**src/rtl/mmio_peripherals_pkg.sv**
```systemverilog
// mmio_peripherals_pkg: register offsets and 7-segment decode shared by the MMIO block
package mmio_peripherals_pkg;
    localparam logic [4:0] LED_OFS    = 5'h00;
    localparam logic [4:0] SW_OFS     = 5'h04;
    localparam logic [4:0] BTN_OFS    = 5'h08;
    localparam logic [4:0] IPIN_OFS   = 5'h0C;
    localparam logic [4:0] OPIN_OFS   = 5'h10;
    localparam logic [4:0] HEXVAL_OFS = 5'h14;
    localparam logic [4:0] HEXDOT_OFS = 5'h18;
    localparam logic [4:0] CYCLES_OFS = 5'h1C;

    function automatic logic [6:0] seg_decode(input logic [3:0] n);
        case (n)
            4'h0: return 7'b1000000;
            4'h1: return 7'b1111001;
            4'h2: return 7'b0100100;
            4'h3: return 7'b0110000;
            4'h4: return 7'b0011001;
            4'h5: return 7'b0010010;
            4'h6: return 7'b0000010;
            4'h7: return 7'b1111000;
            4'h8: return 7'b0000000;
            4'h9: return 7'b0010000;
            4'hA: return 7'b0001000;
            4'hB: return 7'b0000011;
            4'hC: return 7'b1000110;
            4'hD: return 7'b0100001;
            4'hE: return 7'b0000110;
            default: return 7'b0001110;
        endcase
    endfunction
endpackage

```
**src/rtl/mmio_peripherals_seven_seg_mux.sv**
```systemverilog
// seven_seg_mux: scans four active-low 7-segment digits from a 16-bit value
module seven_seg_mux
    import mmio_peripherals_pkg::*;
#(
    parameter int REFRESH_DIV = 100000
) (
    input  logic        clk,
    input  logic        rst_n,
    input  logic [15:0] value,
    input  logic [3:0]  dots,
    output logic [6:0]  hex,
    output logic        hex_dot,
    output logic [3:0]  hex_sel
);
    localparam int PW = REFRESH_DIV > 1 ? $clog2(REFRESH_DIV) : 1;
    logic [PW-1:0] presc;
    logic [1:0]    idx;
    always_ff @(posedge clk) begin
        if (!rst_n) begin
            presc <= '0;
            idx   <= '0;
        end else if (presc == PW'(REFRESH_DIV - 1)) begin
            presc <= '0;
            idx   <= idx + 2'd1;
        end else begin
            presc <= presc + PW'(1);
        end
    end
    assign hex     = seg_decode(value[{idx, 2'b00} +: 4]);
    assign hex_dot = ~dots[idx];
    assign hex_sel = ~(4'b0001 << idx);
endmodule

```
**src/rtl/mmio_peripherals.sv**
```systemverilog
// mmio_peripherals: LED/pin/display registers, synchronised inputs and cycle counter
module mmio_peripherals
    import mmio_peripherals_pkg::*;
#(
    parameter int REFRESH_DIV = 100000
) (
    input  logic        clk,
    input  logic        rst_n,
    input  logic [4:0]  A,
    input  logic [31:0] WD,
    input  logic        WE,
    output logic [31:0] RD,
    input  logic [15:0] sw,
    input  logic [4:0]  btn,
    input  logic [3:0]  ipin,
    output logic [15:0] led,
    output logic [3:0]  opin,
    output logic [6:0]  hex,
    output logic        hex_dot,
    output logic [3:0]  hex_sel
);
    logic [15:0] hexval, sw_s1, sw_s2;
    logic [3:0]  hexdot, ipin_s1, ipin_s2;
    logic [4:0]  btn_s1, btn_s2;
    logic [31:0] cycles;
    logic [4:0]  ofs;
    logic        unused_bits;
    assign ofs = {A[4:2], 2'b00};
    assign unused_bits = ^{WD[31:16], A[1:0]};
    always_ff @(posedge clk) begin
        if (!rst_n) begin
            led     <= '0;
            opin    <= '0;
            hexval  <= '0;
            hexdot  <= '0;
            cycles  <= '0;
            {sw_s1, sw_s2, btn_s1, btn_s2, ipin_s1, ipin_s2} <= '0;
        end else begin
            cycles  <= cycles + 32'd1;
            sw_s1   <= sw;
            sw_s2   <= sw_s1;
            btn_s1  <= btn;
            btn_s2  <= btn_s1;
            ipin_s1 <= ipin;
            ipin_s2 <= ipin_s1;
            if (WE && ofs == LED_OFS)    led    <= WD[15:0];
            if (WE && ofs == OPIN_OFS)   opin   <= WD[3:0];
            if (WE && ofs == HEXVAL_OFS) hexval <= WD[15:0];
            if (WE && ofs == HEXDOT_OFS) hexdot <= WD[3:0];
        end
    end
    always_comb begin
        RD = '0;
        case (ofs)
            LED_OFS:    RD = {16'h0, led};
            SW_OFS:     RD = {16'h0, sw_s2};
            BTN_OFS:    RD = {27'h0, btn_s2};
            IPIN_OFS:   RD = {28'h0, ipin_s2};
            OPIN_OFS:   RD = {28'h0, opin};
            HEXVAL_OFS: RD = {16'h0, hexval};
            HEXDOT_OFS: RD = {28'h0, hexdot};
            default:    RD = cycles;
        endcase
    end
    seven_seg_mux #(.REFRESH_DIV(REFRESH_DIV)) u_seg (
        .clk(clk), .rst_n(rst_n), .value(hexval), .dots(hexdot),
        .hex(hex), .hex_dot(hex_dot), .hex_sel(hex_sel)
    );
endmodule

```
**config.mk**
```make
export PLATFORM = sky130hd
export DESIGN_NAME = mmio_peripherals
export DESIGN_NICKNAME = d
export VERILOG_FILES = /design/src/rtl/mmio_peripherals_pkg.sv /design/src/rtl/mmio_peripherals_seven_seg_mux.sv /design/src/rtl/mmio_peripherals.sv
export SDC_FILE = /design/constraint.sdc
export NUM_CORES = 1
export LEC_CHECK = 0
export CORE_UTILIZATION = 40
export DETAILED_ROUTE_END_ITERATION = 10
export PLACE_DENSITY_LB_ADDON = 0.2
export SLEW_MARGIN = 25
export SYNTH_ARGS = -nofsm -noshare
export SYNTH_HDL_FRONTEND = slang
export SYNTH_SLANG_ARGS = --single-unit
```
**constraint.sdc**
```tcl
create_clock -name clk -period 3.15 [get_ports clk]
set_clock_uncertainty 0.1 [all_clocks]
set_input_delay 0.63 -clock clk [delete_from_list [all_inputs] [get_ports clk]]
set_output_delay 0.63 -clock clk [all_outputs]
set_load 0.01 [all_outputs]
```
======== Word-level counts from Yosys, hierarchy flattened ========
Memory sizes are Yosys's and may differ from the RTL's.
Index checks and enable logic that the tools add are counted.
storage, ports and cells
  register bits ........................... 141
  memory bits (read-only) ................. 112
  input port bits ......................... 65
  output and inout bits ................... 64
  logic and storage cells ................. 39
  memories ................................ 1
cells by class
  $add $sub $neg .......................... 3
  $lt $le $gt $ge ......................... 1
  equal/unequal tests ..................... 7
  shift-type cells ........................ 2
  muxes and demuxes ....................... 3
  bitwise operators ....................... 3
  reductions and logical operators ........ 6
memories
  name              depth  width  read ports  clocked after Yosys merged registers in  wr ports  RTL line                    RTL
  (name not given)  16     7      1           0                                        0         mmio_peripherals_pkg.sv:13  case (n)
operators by type and width
  operator                                                     count
  one-hot mux 32 bit (7 select lines)                          1
  adder 32 x 1 -> 32 bit (second input constant)               1
  adder 17 x 1 -> 17 bit (second input constant)               1
  == test 17 bit (second input constant)                       1
  variable part select 16 x 5 -> 4 bit                         1
  == test 3 bit (second input constant)                        3
  == test 3 x 2 -> 1 bit (second input constant)               2
  logical NOT 5 bit                                            1
  logical AND 1 bit                                            4
  NOT 4 bit                                                    1
  << shifter 1 x 2 -> 4 bit (first input constant)             1
  == test 3 x 1 -> 1 bit (second input constant)               1
  less-than comparator 2 x 3 -> 1 bit (second input constant)  1
  adder 2 x 1 -> 2 bit (second input constant)                 1
  binary-select mux 1 bit (select 2 bit)                       1
  NOT 1 bit                                                    2
  OR reduction 2 bit                                           1
  two-way mux 1 bit                                            1

======== Depth between registers and ports, before layout ========
  word-level depth ........................ 3
  mapped depth ............................ 7
  mapped depth without buffers ............ 6

======== By module ========
A second synthesis with hierarchy kept.
unflattened totals
  cells, all modules ...................... 738
  area, all modules ....................... 6318.6 sq um
by module, submodules not included
  module            instances  cells an instance  area an instance (sq um)  seq. area each (sq um)
  mmio_peripherals  1          590                5007.3                    2442.3
  seven_seg_mux     1          148                1311.3                    380.4

======== Least setup slack after synthesis ========
No wires, ideal clock.
  path type ............................... reg-to-output
  start ................................... register u_seg.idx[0]
  end ..................................... output hex[0]
  data arrival time ....................... 1870 ps
  data required time ...................... 2420 ps
  path slack .............................. 550 ps
  cell stages (with the launch flop) ...... 7
  path buffers ............................ 1
  cells stage by stage .................... dfxtp_1 -> buf_2 -> mux4_2 -> inv_1 -> ha_1 -> inv_1 -> o31ai_1
between the ends
  cells in the longest elaborated chain, start to end .. 2
RTL lines
  element                               RTL line                              RTL
  start: declaration                    mmio_peripherals_seven_seg_mux.sv:17  logic [1:0] idx;
  start signal: assignment              mmio_peripherals_seven_seg_mux.sv:24  idx <= idx + 2'd1;
  variable part select 16 x 5 -> 4 bit  mmio_peripherals_seven_seg_mux.sv:29  assign hex = seg_decode(value[{idx, 2'b00} +: 4]);
  memory read (16 x 7 bit)              --
  end: declaration                      mmio_peripherals.sv:18                output logic [6:0] hex,
Every way passes these cells.

======== Final worst setup path ========
Ends and elaborated chain as after synthesis.

==> metrics.txt <==
die width about 130 um; diode count 0; reg2reg start cycles[0]; startpoint types flop; f_max 325.2 MHz; final number of setup-violating endpoints 0; first-pass GRT wire length 25.54 mm; top_reg_cell synth dfxtp_1; Hold Violations, Final 0; Comb pwr share 0.071; H-tree depth 4; syn_nets 776; Worst VDD drop around 0.00039 V; GRT overflow 0; clock network power share 0.481; Max Cap Violations 0; dpl cell area between 7000 and 8000 um2; Final Slew Violations 0; CTS Sinks ~140; fin crit share 0.9761; main combinational cell family by area after synthesis simple AND/OR/NAND/NOR gates; GRT Total Usage 0.2024; R2R depth 5; Simple-Gate Fraction of Synth Area 0.2496; routability congestion estimate 0.8714; vias in the first global route slightly above 5000; r2r endpoint cycles[30]; worst setup margin between 0.07 and 0.08 ns; largest net degree at the start of global routing between 60 and 70; EDFF count, synth 0; clk_lat worst skew just over 0.4 ns; die area roughly 16000 um2; port buffer count between 100 and 150; Final min period about 3 ns; Compound-Gate Fraction of Synth Area 0.1173; P_leak ~0.0031 uW; Pint between 3000 and 4000 uW; DIE HEIGHT between 100 and 150 um; Finished Core Util 0.5440; CTS Buf Count 17; Post-Syn Area just over 6000 um2; Yosys warning count 0; sequential-to-total area share from yosys stat 0.4537; fin nets around 890; Pwr Density roughly 500 nW/um2; Sw Pwr between 800 and 900 uW; critical path data arrival time 2.34 ns; Synth async-reset ratio 0; wire length per cell roughly 15 um; core area 15200 um2; Crit path required time between 2 and 2.5 ns; CTS tree yes; Antenna Nets Post-Route 0; Clock Tree Buf Depth 2; Detailed Route WL 15.61 mm; drt initial violations between 200 and 300; Reg power frac 0.448; sw frac 0.2163; hold endpoint sw_s2[7]; Hold WC Path Type flop to flop; Post-Synth XOR/XNOR Area 0.03238; via count ~5300; register bit total from synthesis roughly 140; crit-path max FO 7; First-pass DRT Iterations 5; Gate Count Post-Synth around 700; hold wc startpoint sw_s1[7]; Area Overhead vs Synth 32.94%; Mapped Avg Cell Area 8.900 um2; Rows between 40 and 50; Design Area, Final approximately 8300 um2; initial antenna violation count 0; Setup crit end kind output pin; Worst Hold Depth 1; Crit Path Category flop to output pin; share of layout cells above drive strength 1 0.1158; Relative slew margins 0.5908; post-synthesis adder-cell area fraction 0.02414; initial core utilization 0.4092; Reg2Reg Setup Slack between 0.6 and 0.7 ns; post-synthesis mux area share 0.08307; Place WS -0.1969 ns; Vias per Instance 5.213; # DRC 0; num ports 129; clock transition at the registers of the reported paths approximately 0.060 ns; # hold bufs at CTS 0; Slew @ Worst Pin 0.6138 ns; status finished clean; Root Buffer clkbuf_16; number of distinct library cells after synthesis between 50 and 60; hpwl dp between 10 and 15 mm
logic make-up (layout without fill, tap and decap cells):
kind of cell / count (synthesis) / in the layout
AND/OR/NAND/NOR: 296 / 296
flip-flops: 141 / 141
AO/OA/AOI/OAI: 122 / 122
buffers and inverters: 60 / 190
multiplexers: 45 / 45
XOR/XNOR: 23 / 23
adder cells (fa/ha/maj): 12 / 12
through the flow:
stage / hold WS (ns) / std cells / setup TNS [ns] / power (uW)
3_5_place_dp: 0.3218 / 980 / -2.945 / 2186
6_report: 0.3289 / 1017 / 0 / 4138
5_1_grt: 0.3440 / 1017 / -0.09711 / 4283
3_3_place_gp: 0.3184 / 980 / -2.776 / 2179
2_1_floorplan: 0.3119 / 699 / 0 / 2029
4_1_cts: 0.3349 / 1014 / 0 / 4166
layout make-up:
| class | count | area, um2 |
|---|---|---|
| multi-input combinational | 498 | 3192 |
| fill | 1370 | 6932 |
| tap | 188 | 235.2 |
| inverter | 19 | 71.32 |
| clock inverter | 11 | 142.6 |
| timing repair buffer | 140 | 1355 |
| clock buffer | 20 | 446.7 |
| sequential | 141 | 2828 |
layout by cell type, fill, tap and decap left out, types with 3 or more instances in the layout:
cell,synthesis,final
dfxtp_1,141,139
clkdlybuf4s50_1,0,96
nand2_1,92,91
a21oi_1,55,54
and2_1,54,53
nor2_1,41,41
mux2i_1,37,35
buf_4,1,26
nand3_1,24,24
and3_1,19,19
o21ai_0,18,18
clkbuf_16,0,17
inv_1,18,16
xnor2_1,15,15
dlygate4sd2_1,0,12
ha_1,12,11
o22ai_1,12,10
o31ai_1,10,10
or3_1,10,10
nand4_1,9,9
or4_1,9,9
nor4_1,9,9
xor2_1,8,8
o21a_1,6,6
nor3_1,6,6
mux4_2,5,5
a22oi_1,4,4
o22a_1,4,4
clkinv_2,0,4
buf_12,0,4
inv_2,1,3
o221ai_1,3,3
mux2_2,3,3
and4_1,3,3
or3_2,3,3
bufinv_16,0,3
power groups by stage:
stage / logic [uW] / clock network [uW] / registers (uW)
2_1_floorplan: 142 / 0 / 1890
3_3_place_gp: 286 / 0 / 1890
3_5_place_dp: 291 / 0 / 1890
5_1_grt: 318 / 2110 / 1860
6_report: 292 / 1990 / 1860
4_1_cts: 293 / 2020 / 1860
what timing repair did:
action / in CTS / in global routing
endpoints found under the hold margin: 0 / 0
endpoints found under the setup margin: 39 / 5
buffers inserted: 3 / 3
pin swaps: 0 / 0
resized for setup: 28 / 7
worst max path at each step:
stage / from / end / slack [ns] / cells after the start
3_3_place_gp: A[3] / RD[9] / -0.15 / 5
4_1_cts: u_seg.idx[0] / hex[3] / 0.03 / 7
6_report: u_seg.idx[0] / hex[0] / 0.08 / 6
3_5_place_dp: A[3] / RD[9] / -0.20 / 5
5_1_grt: u_seg.idx[0] / hex[0] / -0.09 / 6
2_1_floorplan: u_seg.idx[0] / hex[0] / 0.55 / 6
registers in the layout, indices dropped and copies added (netlist names), 5 cells and up:
signal and flops:
cycles 32, u_seg.presc 17, hexval 16, led 16
sw_s1 16, sw_s2 16, btn_s1 5, btn_s2 5
cell usage after synthesis, drive strengths merged, types with 3 or more instances:
cell type,n,area [um2]
nor3,6,30.03
or3,13,85.08
clkbuf,36,145.1
o221ai,3,26.28
dfxtp,141,2823
a21boi,3,22.52
mux2i,37,370.4
o22ai,12,75.07
nand3,24,120.1
and2,54,337.8
o21a,6,45.04
mux4,5,112.6
nor4,9,56.30
nand2,92,345.3
o22a,4,35.03
xor2,8,70.07
o31ai,10,75.07
o21ai,19,95.09
buf,5,31.28
and4,4,36.29
xnor2,15,131.4
a22oi,4,30.03
nor2,41,153.9
a21oi,55,275.3
nor2b,4,25.02
or4,10,78.82
mux2,3,33.78
ha,12,150.1
inv,19,71.31
and3,19,118.9
nand4,11,90.08
routing by layer:
layer	wire length, um	up-vias	part of all wire	GRT usage
li1	-	2681	-	-
met1	7303	2457	0.47	0.2647
met2	7421	153	0.48	0.3334
met3	741	11	0.047	0.03965
met4	138	0	0.0088	0.07213
met5	0	-	0	0
worst max-delay path, stage by stage, from the launching register on:
cell and delay [ns]:
dfxtp_4 0.38, buf_4 0.14, mux4_2 0.60, nor2b_1 0.20, a22oi_1 0.22, o31ai_1 0.11
dlygate4sd1_1 0.28
Power figures use the tool's default switching activity.
